===== src/rtl/pet_keyboard.sv =====
// PET keyboard matrix: Pi host loads 10 column bytes, 6502 selects a row via PIA1 port A and reads it on port B.
// Optional macro KBD_PORTA_READBACK_EN lets port A reads return {4'hF, row_sel}.
module pet_keyboard #(
  parameter logic [15:0] PI_BASE   = 16'hE800,
  parameter int          NUM_ROWS  = 10,
  parameter logic [7:0]  IDLE_COLS = 8'hFF
) (
  input  logic        clk,
  input  logic        reset,
  input  logic [15:0] pi_addr,
  input  logic [7:0]  pi_data,
  input  logic        pi_write_strobe,
  input  logic [1:0]  bus_addr,
  input  logic [7:0]  bus_data_in,
  input  logic        bus_rw_b,
  input  logic        io_read,
  input  logic        cpu_write_strobe,
  input  logic        pia1_enabled_in,
  output logic [7:0]  kbd_data_out,
  output logic        kbd_enable
);

  logic [7:0]  matrix [NUM_ROWS];
  logic [3:0]  row_sel;
  logic [15:0] pi_off;
  logic        pi_hit;
  logic        sel_wr;
  logic [7:0]  sel_cols;
  logic        port_b_rd;

  // The lower-bound test keeps addresses below PI_BASE from wrapping into range.
  assign pi_off = pi_addr - PI_BASE;
  assign pi_hit = pi_write_strobe && (pi_addr >= PI_BASE) && (pi_off < 16'(NUM_ROWS));
  assign sel_wr = cpu_write_strobe && pia1_enabled_in && !bus_rw_b && (bus_addr == 2'd0);

  always_ff @(posedge clk) begin
    if (reset) begin
      for (int i = 0; i < NUM_ROWS; i++) matrix[i] <= IDLE_COLS;
      row_sel <= 4'd0;
    end else begin
      for (int i = 0; i < NUM_ROWS; i++) begin
        if (pi_hit && (pi_off == 16'(i))) matrix[i] <= pi_data;
      end
      if (sel_wr) row_sel <= bus_data_in[3:0];
    end
  end

  // Rows past the matrix read as "no key pressed".
  always_comb begin
    sel_cols = IDLE_COLS;
    for (int i = 0; i < NUM_ROWS; i++) begin
      if (row_sel == 4'(i)) sel_cols = matrix[i];
    end
  end

  assign port_b_rd = pia1_enabled_in && io_read && (bus_addr == 2'd2);

  always_comb begin
    kbd_enable   = 1'b0;
    kbd_data_out = 8'h00;
    if (port_b_rd) begin
      kbd_enable   = 1'b1;
      kbd_data_out = sel_cols;
    end
`ifdef KBD_PORTA_READBACK_EN
    if (pia1_enabled_in && io_read && (bus_addr == 2'd0)) begin
      kbd_enable   = 1'b1;
      kbd_data_out = {4'hF, row_sel};
    end
`else
`endif
  end

endmodule


===== config.mk =====
export PLATFORM = sky130hd
export DESIGN_NAME = pet_keyboard
export DESIGN_NICKNAME = d
export VERILOG_FILES = /design/src/rtl/pet_keyboard.sv
export SDC_FILE = /design/constraint.sdc
export NUM_CORES = 1
export LEC_CHECK = 0
export CAP_MARGIN = 20
export CORE_MARGIN = 5
export CORE_UTILIZATION = 60
export DETAILED_ROUTE_END_ITERATION = 10
export HOLD_SLACK_MARGIN = 0.08
export PLACE_DENSITY_LB_ADDON = 0.05
export SLEW_MARGIN = 20
export SYNTH_ARGS = -nofsm -noshare
export SYNTH_HDL_FRONTEND = slang
export SYNTH_SLANG_ARGS = --single-unit

===== constraint.sdc =====
create_clock -name clk -period 3.48 [get_ports clk]
set_clock_uncertainty 0.2 [all_clocks]
set_input_delay 0.348 -clock clk [delete_from_list [all_inputs] [get_ports clk]]
set_output_delay 0.348 -clock clk [all_outputs]
set_load 0.02 [all_outputs]

==> flow_summary.rst <==
.. list-table::
   :header-rows: 1

   * - Metric
     - Value
   * - Layout Area Growth over Synthesis
     - 16.3%
   * - Top cell family by delay on the critical path
     - buffers and inverters
   * - Number of placement rows
     - 30
   * - Clock tree from TritonCTS
     - built
   * - Worst vdd ir
     - 0.000272 V
   * - Most frequent cell after synthesis
     - edfxtp_1
   * - Leakage power
     - 1.61 nW
   * - Post-CTS Resized
     - 0
   * - HPWL after detailed placement
     - 6980 µm
   * - Initial DRT Pass Iterations
     - 4
   * - Via count
     - 2933
   * - Max Fanout on Critical Path
     - 19
   * - Post-synth design cell area
     - 0.00414 mm²
   * - Count of flip-flops with a built-in enable after synthesis
     - 80
   * - Grt total ovfl
     - 0
   * - Core Box Area
     - 0.00676 mm²
   * - Synth cell count leaders
     - 80 x edfxtp_1, 79 x nand2_1, 34 x nor2_1
   * - Nets@finish
     - 441
   * - Kind of capture point of the worst setup path
     - output pin
   * - Clk slew on worst S/H paths
     - 80 ps
   * - Insertion delay of the later-clocked pin in the worst-skew pair
     - 340 ps
   * - Quantity of hold-fixing buffers added after cts
     - 0
   * - Top cell type by total area after synthesis
     - edfxtp_1
   * - Critical path buffers and inverters
     - 2
   * - H-tree Lvls
     - 3
   * - Buffer type at the clock tree root
     - clkbuf_8
   * - PortBufs
     - 45
   * - Number of antenna violations at the first check in global routing
     - 0
   * - Syn_nets
     - 398
   * - Number of diodes
     - 0
   * - Post-synthesis sequential element count
     - 84
   * - Final number of setup-violating endpoints
     - 0
   * - Avg WL per Cell
     - 19.7 µm
   * - Fraction of the yosys area taken by sequential cells
     - 60.0%
   * - FMAX
     - 306 MHz
   * - Total GRT Usage
     - 23.4%
   * - Hold Vio Cnt, Final
     - 0
   * - Share of flip-flops with an asynchronous set or reset
     - 0%
   * - Clock buffers created by TritonCTS
     - 9
   * - Result of the run
     - finished clean
   * - Arrival @ worst endpoint
     - 2720 ps
   * - Max Cap Viol
     - 0
   * - Hold Path Class
     - in2reg
   * - Slowest Stage Delay on Critical Path
     - 670 ps
   * - Crit Path Category
     - reg2out
   * - Total negative slack
     - 0 ps
   * - Number of buffers inserted by post-CTS setup repair
     - 0
   * - Slew Limit Fails
     - 0
   * - Main area contributors after synthesis
     - edfxtp_1 58%, nand2_1 7.2%, nor2_1 3.1%, nor4b_4 2.3%, mux2_2 2.2%
   * - Avg Vias per Cell
     - 6.06
   * - Worst-path cell chain
     - buf_4, or3b_2, o22a_1, nor2_1, a211oi_1, clkdlybuf4s50_1
   * - Hold WS
     - 419 ps
   * - Ys flop type
     - edfxtp_1
   * - Final Routed Wirelength
     - 9520 µm
   * - RD Place Congestion
     - 0.836
   * - Gate count after technology mapping
     - 356
   * - Total DRC errors in the routed layout
     - 0
   * - Synth Area per Inst
     - 11.6 µm²
   * - Y dimension of the die
     - 93.0 µm
   * - Vias in the first global route
     - 2898
   * - Fin crit share
     - 93.8%
   * - Count of yosys warnings during synthesis
     - 0
   * - Maximum number of pins on one net before global-route repair
     - 24
   * - WP data required
     - 2930 ps
   * - Power Dens Cells
     - 395 mW/mm²
   * - Fraction of post-synthesis cell area in the top cell type by area
     - 58.1%
   * - RSZ-0062 raised after global routing
     - false
   * - Number of distinct library cells after synthesis
     - 40
   * - Total clock sinks
     - 84
   * - Post-detailed-route count of antenna-violating nets
     - 0
   * - First DRT Iteration DRCs
     - 223
   * - Die span in x
     - 93.0 µm
   * - Shortest period the worst path allows
     - 3260 ps
   * - Pin slew with the least headroom to its limit
     - 533 ps
   * - Effective utilization at floorplan
     - 61.2%
   * - I/O pin count
     - 50
   * - Type of origin of the critical path
     - flop
   * - Overall die area
     - 0.00865 mm²
   * - Share of post-route cells with drive strength above 1
     - 12.6%
   * - Crit path max-delay cell type
     - clkdlybuf4s50_1
   * - Worst relative slew slack
     - 64.3%
   * - Wire length of the first global-routing pass
     - 15000 µm
   * - Maximum buffer depth of the clock tree
     - 2
-- through the flow --
step / area [µm²] / setup slack [ps] / utilization (%) / total power, W / std cells
finish: 4810 / 215 / 71.2 / 0.00190 / 484
global route: 4810 / 65.9 / 71.2 / 0.00196 / 484
CTS: 4800 / 177 / 71.1 / 0.00190 / 484
detailed placement: 4640 / 491 / 68.7 / 0.00134 / 468
global placement: 4640 / 510 / 68.7 / 0.00133 / 468
floorplan: 4140 / 1160 / - / 0.00125 / 356
-- sequential cells by signal, indices dropped and copies added, names as in the netlist --
signal,flops
matrix,80
row_sel,4
-- area by class of cell --
cell class              count  area [µm²]
clock buffers              10         128
clock inverters             6        31.3
fillers                   502        1950
inverters                   7        26.3
multi-input cells         240        1500
flip-flops and latches     84        2480
well taps                  80         100
repair buffers             57         541
-- cells by family after synthesis --
kind of cell,synth area share [%]
AND/OR/NAND/NOR,19.6
multiplexers,3.15
flip-flops,60.0
buffers and inverters,3.81
AO/OA/AOI/OAI,13.1
adder cells (fa/ha/maj),0.303
-- where the power goes --
part	total [W]	internal (W)	switching, W
combinational	0.000148	0.0000665	0.0000813
sequential	0.00116	0.00115	0.0000152
clock	0.000590	0.000252	0.000337
total	0.00190	0.00147	0.000434
-- path summary, 6_finish.rpt --
check,from,endpoint,slack [ps],cells past startpoint
max,row_sel[1],kbd_data_out[0],220,6
min,bus_data_in[2],row_sel[2],420,3
max reg2reg,row_sel[3],row_sel[3],2340,2
min reg2reg,row_sel[2],row_sel[2],430,2
-- per-layer routing --
layer	global-route usage, %	wire, µm	share of wire [%]	up-vias
met2	38.3	4720	50	118
li1	-	-	-	1393
met3	4.02	584	6.1	24
met5	0	0	0	-
met4	10.9	301	3.2	0
met1	30.4	3920	41	1398
-- placed cells by master (no fill, tap or decap), types with 2 or more instances in the layout --
cell type,synthesis,final
edfxtp_1,80,80
buf_4,2,12
a21o_1,8,8
nor2_1,34,34
a21o_2,2,2
nor3b_1,7,6
and4b_1,3,3
inv_1,7,7
o221ai_1,10,10
nand2b_1,2,2
a21oi_1,6,6
o31a_1,6,6
mux2_2,8,8
clkdlybuf4s50_1,0,45
clkinv_2,0,4
a211oi_1,6,6
dfxtp_1,4,3
clkbuf_8,0,9
o22a_1,8,8
nor2b_1,10,10
and4bb_2,2,2
nand2_1,79,79
nor4b_4,4,4
mux2i_1,4,4
a211o_1,2,2
o21ai_0,14,14
o211ai_1,12,12
or2_2,2,2
-- worst register-to-register path, stage by stage (launching register included) --
cell and delay [ps]:
dfxtp_1 630, mux2i_1 140, nor2_1 110
No activity file was read; power rests on OpenSTA's default activity.
